$ cat src/rtl/kyber_pkg.sv
// Shared constants and types for the modular-arithmetic datapath (q = 3329).
package kyber_pkg;

  localparam int WIDTH         = 12;
  localparam int PRIME         = 3329;
  // Barrett reduction: qhat = (p * BARRETT_CONST) >> BARRETT_K, with p < 2^24
  localparam int BARRETT_K     = 24;
  localparam int BARRETT_CONST = (1 << BARRETT_K) / PRIME;  // 5039
  localparam int MM_LAT        = 3;

  typedef logic [WIDTH-1:0] coeff_t;

endpackage

$ cat src/rtl/mult_mod.sv
// Three-stage pipelined Barrett modular multiplier: mod_prod = (a*b) mod q,
// valid MM_LAT cycles after a/b are sampled. Datapath flops carry no reset.
module mult_mod
  import kyber_pkg::*;
(
  input  logic   clk,
  input  coeff_t a,
  input  coeff_t b,
  output coeff_t mod_prod
);

  localparam int PW = 2 * WIDTH;   // full product width
  localparam int QW = 13;          // quotient estimate width
  localparam int MW = PW + QW;     // product * constant width
  localparam int RW = WIDTH + 2;   // remainder before final correction (< 2q)

  logic [PW-1:0] prod_d, prod_q;
  logic [MW-1:0] mprod;
  logic [QW-1:0] qhat;
  logic [RW-1:0] rem_d, rem_q;
  coeff_t        mod_prod_d, mod_prod_q;

  // Stage datapath: full product, Barrett estimate, final conditional subtract.
  // With p < 2^24 the estimate is short by at most one q, so a single
  // correction suffices even for out-of-range operands.
  always_comb begin
    prod_d     = PW'(a) * PW'(b);
    mprod      = MW'(prod_q) * MW'(BARRETT_CONST);
    qhat       = QW'(mprod >> BARRETT_K);
    rem_d      = RW'(prod_q - PW'(qhat) * PW'(PRIME));
    mod_prod_d = WIDTH'((rem_q >= RW'(PRIME)) ? rem_q - RW'(PRIME) : rem_q);
  end

  // Pipeline registers, advancing every cycle.
  always_ff @(posedge clk) begin
    prod_q     <= prod_d;
    rem_q      <= rem_d;
    mod_prod_q <= mod_prod_d;
  end

  assign mod_prod = mod_prod_q;

endmodule

$ cat src/rtl/mult_mod_arbiter_rr_grant.sv
// Round-robin grant with lock override: a locked owner that still requests
// wins; otherwise scan from rr_ptr upward modulo N_REQ.
module rr_grant #(
  parameter int N_REQ = 3,
  parameter int ID_W  = $clog2(N_REQ)
) (
  input  logic [N_REQ-1:0] req,
  input  logic [ID_W-1:0]  rr_ptr,
  input  logic             locked,
  input  logic [ID_W-1:0]  lock_owner,
  output logic [N_REQ-1:0] grant
);

  logic [ID_W:0]   sum;
  logic [ID_W-1:0] idx;
  logic            found;

  // One-hot grant, zero when nobody requests.
  always_comb begin
    grant = '0;
    found = 1'b0;
    sum   = '0;
    idx   = '0;
    if (locked && req[lock_owner]) begin
      grant[lock_owner] = 1'b1;
    end else begin
      for (int k = 0; k < N_REQ; k++) begin
        sum = {1'b0, rr_ptr} + (ID_W+1)'(k);
        if (sum >= (ID_W+1)'(N_REQ)) sum = sum - (ID_W+1)'(N_REQ);
        idx = sum[ID_W-1:0];
        if (!found && req[idx]) begin
          grant[idx] = 1'b1;
          found      = 1'b1;
        end
      end
    end
  end

endmodule

$ cat src/rtl/mult_mod_arbiter.sv
// Shares one pipelined mult_mod among N_REQ requesters. At most one issue per
// cycle; an {valid,id} tag shift register routes each result back to its
// issuer exactly MM_LAT cycles after acceptance. No stall, no backpressure.
module mult_mod_arbiter #(
  parameter int N_REQ  = 3,
  parameter int WIDTH  = kyber_pkg::WIDTH,   // must equal kyber_pkg::WIDTH
  parameter int MM_LAT = kyber_pkg::MM_LAT,  // must equal mult_mod depth
  parameter int ID_W   = $clog2(N_REQ)
) (
  input  logic                       clk,
  input  logic                       rst,
  input  logic [N_REQ-1:0]           req_valid,
  input  logic [N_REQ-1:0]           req_lock,
  input  logic [N_REQ*WIDTH-1:0]     req_a,
  input  logic [N_REQ*WIDTH-1:0]     req_b,
  output logic [N_REQ-1:0]           req_ready,
  output logic [N_REQ-1:0]           rsp_valid,
  output logic [WIDTH-1:0]           rsp_data,
  output logic [$clog2(MM_LAT+1)-1:0] inflight,
  output logic                       busy
);

  localparam int STAGES = MM_LAT - 1;
  localparam int CW     = $clog2(MM_LAT + 1);

  logic [ID_W-1:0]             rr_ptr_d, rr_ptr_q;
  logic                        locked_d, locked_q;
  logic [ID_W-1:0]             lock_owner_d, lock_owner_q;
  logic [STAGES:0]             vld_pipe_d, vld_pipe_q;
  logic [STAGES:0][ID_W-1:0]   id_pipe_d, id_pipe_q;
  logic [CW-1:0]               inflight_d, inflight_q;

  logic [N_REQ-1:0] grant;
  logic             accept;
  logic [ID_W-1:0]  gidx;
  logic [WIDTH-1:0] mm_a, mm_b, mm_prod;

  rr_grant #(.N_REQ(N_REQ), .ID_W(ID_W)) u_grant (
    .req        (req_valid),
    .rr_ptr     (rr_ptr_q),
    .locked     (locked_q),
    .lock_owner (lock_owner_q),
    .grant      (grant)
  );

  assign req_ready = grant;

  // Encode the one-hot grant and mux the winner's operands; idle cycles feed 0.
  always_comb begin
    accept = |grant;
    gidx   = '0;
    mm_a   = '0;
    mm_b   = '0;
    for (int i = 0; i < N_REQ; i++) begin
      if (grant[i]) begin
        gidx = ID_W'(i);
        mm_a = req_a[i*WIDTH +: WIDTH];
        mm_b = req_b[i*WIDTH +: WIDTH];
      end
    end
  end

  mult_mod u_mm (
    .clk      (clk),
    .a        (mm_a),
    .b        (mm_b),
    .mod_prod (mm_prod)
  );

  // Arbitration state, tag shift register and occupancy count.
  always_comb begin
    rr_ptr_d     = rr_ptr_q;
    locked_d     = locked_q;
    lock_owner_d = lock_owner_q;
    if (accept) begin
      rr_ptr_d     = (gidx == ID_W'(N_REQ-1)) ? '0 : gidx + 1'b1;
      locked_d     = req_lock[gidx];
      lock_owner_d = gidx;
    end else if (locked_q && !req_valid[lock_owner_q]) begin
      locked_d = 1'b0;
    end

    vld_pipe_d[0] = accept;
    id_pipe_d[0]  = gidx;
    for (int s = 1; s <= STAGES; s++) begin
      vld_pipe_d[s] = vld_pipe_q[s-1];
      id_pipe_d[s]  = id_pipe_q[s-1];
    end

    inflight_d = '0;
    for (int s = 0; s <= STAGES; s++) inflight_d = inflight_d + CW'(vld_pipe_d[s]);
  end

  // Control registers with synchronous reset; in-flight tags are dropped.
  always_ff @(posedge clk) begin
    if (rst) begin
      rr_ptr_q     <= '0;
      locked_q     <= 1'b0;
      lock_owner_q <= '0;
      vld_pipe_q   <= '0;
      id_pipe_q    <= '0;
      inflight_q   <= '0;
    end else begin
      rr_ptr_q     <= rr_ptr_d;
      locked_q     <= locked_d;
      lock_owner_q <= lock_owner_d;
      vld_pipe_q   <= vld_pipe_d;
      id_pipe_q    <= id_pipe_d;
      inflight_q   <= inflight_d;
    end
  end

  // Route the retiring result to its issuer.
  always_comb begin
    rsp_valid = '0;
    for (int i = 0; i < N_REQ; i++)
      if (vld_pipe_q[STAGES] && id_pipe_q[STAGES] == ID_W'(i)) rsp_valid[i] = 1'b1;
  end

  assign rsp_data = mm_prod;
  assign inflight = inflight_q;
  assign busy     = (inflight_q != '0) | (|req_valid);

endmodule

$ cat config.mk
export PLATFORM = sky130hd
export DESIGN_NAME = mult_mod_arbiter
export DESIGN_NICKNAME = d
export VERILOG_FILES = /design/src/rtl/kyber_pkg.sv /design/src/rtl/mult_mod.sv /design/src/rtl/mult_mod_arbiter_rr_grant.sv /design/src/rtl/mult_mod_arbiter.sv
export SDC_FILE = /design/constraint.sdc
export NUM_CORES = 1
export LEC_CHECK = 0
export ABC_AREA = 1
export BUFFER_PORTS_ARGS = -buffer_cell sky130_fd_sc_hd__clkbuf_2
export CAP_MARGIN = 0
export CORE_ASPECT_RATIO = 1.4
export CORE_MARGIN = 2
export CORE_UTILIZATION = 50
export CTS_BUF_LIST = sky130_fd_sc_hd__clkbuf_8
export CTS_CLUSTER_DIAMETER = 60
export CTS_CLUSTER_SIZE = 16
export DETAILED_ROUTE_END_ITERATION = 12
export PLACE_DENSITY = 0.76
export SLEW_MARGIN = 10
export SYNTH_ARGS = -nofsm -noshare
export SYNTH_HDL_FRONTEND = slang
export SYNTH_SLANG_ARGS = --single-unit
export TNS_END_PERCENT = 20
$ cat constraint.sdc
create_clock -name clk -period 12.25 [get_ports clk]
set_input_delay 2.45 -clock clk [delete_from_list [all_inputs] [get_ports clk]]
set_output_delay 2.45 -clock clk [all_outputs]
set_load 0.01 [all_outputs]
# Word-level counts from Yosys, hierarchy flattened
# Index checks and enable logic that the tools add are counted.
[op_classes]
add_sub_neg = 10
n_mul = 3
n_div = 0
n_lt_le_gt_ge = 13
n_eq_ne = 3
n_shift = 0
muxes = 49
bitwise = 3
n_reduce_logical = 19
[ops]
columns = ["operator", "count"]
rows = [
  ["12-bit 2-to-1 mux", 7],
  ["24-bit by 13-bit multiplier with 37-bit output, second input constant", 1],
  ["12-bit by 12-bit multiplier with 24-bit output", 1],
  ["1-bit 2-to-1 mux", 19],
  ["3-bit 2-to-1 mux", 6],
  ["2-bit 2-to-1 mux", 8],
  ["2-bit by 3-bit less-than comparator with 1-bit output, second input constant", 5],
  ["14-bit by 12-bit greater-or-equal comparator with 1-bit output, second input constant", 1],
  ["13-bit by 12-bit multiplier with 14-bit output, second input constant", 1],
  ["14-bit subtractor", 1],
  ["12-bit subtractor, second input constant", 1],
  ["1-bit logical AND", 11],
  ["1-bit binary-select mux with 2-bit select", 5],
  ["1-bit demux with 2-bit select", 4],
  ["2-bit by 1-bit greater-or-equal comparator with 1-bit output, second input constant", 4],
  ["3-bit by 2-bit greater-or-equal comparator with 1-bit output, second input constant", 2],
  ["3-bit OR", 2],
  ["3-bit OR reduction", 2],
  ["2-bit subtractor, second input constant", 3],
  ["2-bit equality test, second input constant", 2],
  ["2-bit nonzero test", 2],
  ["2-bit by 1-bit adder with 3-bit output, second input constant", 1],
  ["2-bit by 2-bit adder with 3-bit output, second input constant", 1],
  ["1-bit zero test", 3],
  ["other kinds (7)", 7],
]
[totals]
regBits = 66
latchBits = 0
ramBits = 0
mem_bits_ro = 0
output_inout_bits = 21
word_cells = 111
memories = 0

# Longest topological paths before layout
[logic_depth]
word_depth = 21
depth_mapped = 46
ltp_nobuf = 46

# Cells and area by module
# From an unflattened synthesis, not the netlist that was laid out.
[hier_totals]
cells_unflattened = 1844
area_unflattened_um2 = 14615.3
[by_module_without_submodules]
columns = ["module", "n_inst", "cells_per_inst", "area_per_inst_um2"]
rows = [
  ["mult_mod", 1, 1595, 13205.2],
  ["mult_mod_arbiter", 1, 181, 1056.0],
  ["rr_grant", 1, 68, 354.1],
]

# Worst setup path after synthesis
# Ideal clock, no wire load.
[synth_timing]
path_type = "input port to flip-flop"
start = "input req_valid[0]"
end = "register u_mm.prod_q[19]"
setup_time_ns = 0.119
arrival_ns = 7.945
required_ns = 12.131
path_slack_ns = 4.186
cell_stages = 30
path_cell_list = "inv_1 > a21oi_1 > a21oi_2 > nand2_1 > inv_1 > o21ai_2 > nor2_4 > o22ai_4 > nand2_4 > clkinv_4 > buf_6 > nand2_1 > nand3_4 > inv_4 > nand2_1 > fa_1 > fa_1 > fa_1 > inv_1 > fa_1 > inv_1 > fa_1 > inv_1 > ha_1 > nand2_1 > nor4_1 > a21oi_1 > o21ai_0 > a21oi_1 > xnor2_1"
[synth_between]
elab_chain_len = 16
elab_cells_between_ends = 32
[synth_rtl]
columns = ["element", "line", "text"]
rows = [
  ["from (decl)", "mult_mod_arbiter.sv:12", "input logic [N_REQ-1:0] req_valid,"],
  ["1-bit binary-select mux with 2-bit select", "mult_mod_arbiter_rr_grant.sv:31", "if (!found && req[idx]) begin"],
  ["1-bit 2-to-1 mux (implied by the code)", "mult_mod_arbiter_rr_grant.sv:31", ""],
  ["1-bit 2-to-1 mux", "mult_mod_arbiter_rr_grant.sv:31", ""],
  ["1-bit 2-to-1 mux", "mult_mod_arbiter_rr_grant.sv:24", "if (locked && req[lock_owner]) begin"],
  ["1-bit zero test", "mult_mod_arbiter_rr_grant.sv:31", ""],
  ["1-bit logical AND", "mult_mod_arbiter_rr_grant.sv:31", ""],
  ["1-bit 2-to-1 mux", "mult_mod_arbiter_rr_grant.sv:31", ""],
  ["1-bit 2-to-1 mux", "mult_mod_arbiter_rr_grant.sv:24", ""],
  ["1-bit zero test", "mult_mod_arbiter_rr_grant.sv:31", ""],
  ["1-bit logical AND", "mult_mod_arbiter_rr_grant.sv:31", ""],
  ["3-bit 2-to-1 mux", "mult_mod_arbiter_rr_grant.sv:31", ""],
  ["3-bit 2-to-1 mux (*)", "mult_mod_arbiter_rr_grant.sv:24", ""],
  ["12-bit 2-to-1 mux (3 in a row)", "mult_mod_arbiter.sv:55", "if (grant[i]) begin"],
  ["12-bit by 12-bit multiplier with 24-bit output (*)", "mult_mod.sv:27", "prod_d = PW'(a) * PW'(b);"],
  ["via u_mm.prod_d[19]", "mult_mod.sv:17", "logic [PW-1:0] prod_d, prod_q;"],
  ["to (signal assigned)", "mult_mod.sv:36", "prod_q <= prod_d;"],
  ["to (decl)", "mult_mod.sv:17", ""],
]
# Mark *: on every way through the listed nets, which the timed path passes. The rest lies on a longest branch. The select of a mux whose other input is x is not followed.
# A chain may end at the register's enable or synchronous reset.

# Final worst setup path
[layout_timing]
start = "input req_valid[2]"
end = "register u_mm.prod_q[19]"
# Same word-level chain as after synthesis.

==> results.py <==
metrics = {
    "clock_tree": {
        "clock_latency_ns": 0.38,
        "cts_repair_resize_count": 0,
        "post-cts-setup-buffer-count": 0,
        "tritoncts": "done",
        "clockRootBuffer": "clkbuf_8",
        "clk_path_buf_depth": 2,
        "cts.sinks": 65,
        "h_tree_levels": 3,
        "clk_pin_slew_worst_paths_ns": 0.09,
        "ctsHoldBuffers": 0,
        "tritoncts.num_buffers": 9,
    },
    "sta": {
        "fin_worst_hold_slack_ns": 0.414,
        "timing.final.hold_violations": 0,
        "slew_headroom": 0.483,
        "postLayoutSetupSlackWorst_ns": 3.49,
        "rsz_0062_raised_after_global_routing": "no",
        "tightestPinTransition_ns": 0.770,
        "final.min_clock_period_ns": 8.76,
        "final.period_utilization": 0.715,
        "skew_ns": 0.0191,
        "max_freq_mhz": 114,
        "setup-tns-final_ns": 0,
        "setup_viol": 0,
        "final-max-slew-violation-count": 0,
    },
    "worst_setup_path": {
        "critical_path.endpoint_type": "flop",
        "worstReg2RegEnd": "u_mm.rem_q[13]",
        "cp-start-kind": "primary input",
        "critPathSlowestCell": "fa_1",
        "max_stage_delay_ns": 0.54,
        "reg2regPathDepth": 40,
        "critical_path.reg2reg.startpoint": "u_mm.prod_q[12]",
        "cp_data_required_time_ns": 12.53,
        "critical_path.endpoint": "u_mm.prod_q[19]",
        "critical_path_class": "in2reg",
        "crit_path_start": "req_valid[2]",
        "worst-endpoint-arrival_ns": 9.03,
        "ff2ff_setup_slack_ns": 3.55,
        "worst_path_fanout_max": 28,
    },
    "routing": {
        "detail_route.wirelength.met1_um": 12500,
        "avgViaCountPerCell": 5.07,
        "detailroute.wirelength.met2_um": 19400,
        "routed_wirelength_um": 35100,
        "drt_pass1_iterations": 7,
        "met3_wirelength_um": 1060,
        "antenna_violating_nets_post_route": 0,
        "dr_total_vias": 11600,
        "drt_iter0_drc": 547,
        "top_layer": "met4",
        "detail_route.drc_violations": 0,
        "wl_per_cell_um": 15.3,
    },
    "die": {
        "coreArea_um2": 29300,
        "pin_count": 101,
        "overall_die_width_um": 150,
        "std_cell_rows": 74,
        "floorplan.initialDensity": 0.509,
        "floorplan.die.height_um": 208,
        "dieArea_um2": 31200,
    },
    "layout": {
        "area_taken_by_multi_input_logic_gates_um2": 11600,
        "area_growth_syn_to_layout_pct": 7.25,
        "antenna_cells": 0,
        "final_layout_size_suffix_gt1_frac": 0.112,
        "fill_cell_instance_count_of_the_final_layout": 2714,
        "num-nets-final": 2453,
        "seq_area_um2": 1300,
    },
    "synthesis": {
        "netlist_top_cells_area": "fa_1 32%, ha_1 19%, inv_1 12%",
        "synth.cell_area_um2": 14900,
        "async_set_reset_flop_share_out_of_synthesis": 0,
        "synth_area_leader_cell": "fa_1",
        "synth_cell_types": 54,
        "ys_ff_latch": 65,
        "yosysWarningCount": 0,
        "postSynthCellCount": 1816,
        "synth_edf_count": 0,
        "synth_flop_cell": "dfxtp_1",
        "portion_of_the_post_synthesis_area_used_by_sequential_elements": 0.0874,
        "syn-num-nets": 2359,
        "post_synth.cell_area_avg_um2": 8.19,
        "synth.top_cell.area_share": 0.317,
    },
    "grt": {
        "via_count_of_the_first_global_routing_pass": 12800,
        "grt_pass1_wl_um": 59000,
        "antenna_violations_before_repair": 0,
        "grt_max_degree": 29,
        "globalRoute.totalOverflow": 0,
        "grt_use_total": 0.239,
    },
    "placement": {
        "place.gp.congestion": 0.951,
        "detailedPlace.worstSlack_ns": 3.19,
        "dp_hpwl_um": 31100,
        "place.port_buffers": 100,
    },
    "run_status": {
        "status": "finished clean",
    },
    "run": {
        "drv.max_cap_violation_count": 0,
    },
    "hold_path": {
        "hold_path_class": "reg2reg",
    },
}
-- metrics by stage --
step           cells  cell area, um2   util
4_1_cts         2295           16000  0.545
3_3_place_gp    2279           15700  0.537
5_1_grt         2295           16000  0.545
2_1_floorplan   1816           14900      -
3_5_place_dp    2279           15700  0.537
6_report        2295           16000  0.545
-- kinds of logic (layout without fill, tap and decap cells) --
logic type                 after synthesis  after routing  synth area share
adders and majority gates              463            463             0.508
buffers and inverters                  495            594             0.131
xor gates and xnor gates                55             55            0.0333
AOI/OAI and AO/OA                      131            131            0.0524
and+or+nand+nor                        607            607             0.187
DFF                                     65             65            0.0874
-- cells in the final DEF, fill, tap and decap left out, drive strengths merged, types with 3 or more instances in the layout --
cell	netlist	final
a211oi	3	3
a21boi	3	3
a21o	7	7
a21oi	56	56
a31oi	5	5
bufinv	0	3
clkbuf	3	109
clkinv	2	4
dfxtp	65	65
fa	236	236
ha	227	227
inv	475	477
nand2	323	323
nand3	90	90
nand3b	5	5
nand4	3	3
nor2	147	147
nor3	8	8
nor4	4	4
o211ai	5	5
o21ai	40	40
o21bai	7	7
or2	23	23
xnor2	20	20
xor2	34	34
-- synthesized netlist by cell type, types with 2 or more instances --
cell type  number
o21bai_1        7
nand3_1        67
nand2_1       311
buf_2           4
ha_1          227
o21ai_0        36
fa_1          236
inv_4           2
nor2_1        124
nor4_1          4
nand3_2        20
xor2_1         34
a211oi_1        3
buf_6          10
a21oi_1        55
a31oi_1         5
a21o_1          7
o21ai_1         3
nand3_4         3
o211ai_1        3
nor3_1          8
nand2_4         3
nand3b_1        5
nor2_4          5
nand4_1         3
xnor2_1        20
dfxtp_1        65
or2_1           8
inv_1         457
a21boi_0        3
nor2_2         17
inv_2          16
clkbuf_2        2
nand2_2         9
or2_2          15
-- cell type report --
| class | count | area share |
|---|---|---|
| Tap cell | 380 | 0.0298 |
| Timing Repair Buffer | 101 | 0.0318 |
| Sequential cell | 65 | 0.0815 |
| Clock inverter | 7 | 0.00784 |
| Inverter | 477 | 0.113 |
| Clock buffer | 9 | 0.00776 |
| Multi-Input combinational cell | 1256 | 0.728 |
-- layer usage --
metal / up-vias / GRT usage
li1: 5660 / -
met1: 5526 / 0.239
met2: 320 / 0.466
met3: 120 / 0.0259
met4: 0 / 0.131
met5: - / 0
-- how the worst min path moves through the flow --
stage,start,to,slack [ns],cells past startpoint
after floorplan,id_pipe_d[2],id_pipe_d[4],0.39,2
after global placement,id_pipe_d[3],id_pipe_d[5],0.39,2
after detailed placement,id_pipe_d[3],id_pipe_d[5],0.40,2
after CTS,id_pipe_d[3],id_pipe_d[5],0.42,2
after global routing,id_pipe_d[4],id_pipe_q[4],0.43,2
final,id_pipe_d[3],id_pipe_d[5],0.41,2
-- flip-flops by register name, indices dropped and copies added, names as in the netlist --
register       count
lock_owner_q       1
id_pipe_q          2
u_mm.prod_q       24
rr_ptr_q           2
id_pipe_d          4
u_mm.rem_q        14
locked_q           1
vld_pipe_q         3
u_mm.mod_prod     12
inflight           2
-- worst max-delay path: cells and delay by family --
family	cells	cell delay, ns
xor+xnor	1	0.14
buf+inv	8	0.85
compound gates	4	0.73
fa+ha+maj	6	2.96
simple gates	11	1.89
Power is left out: the tool's default activity adds up to more than one toggle a clock period on the data nets, which glitch-free logic cannot reach.
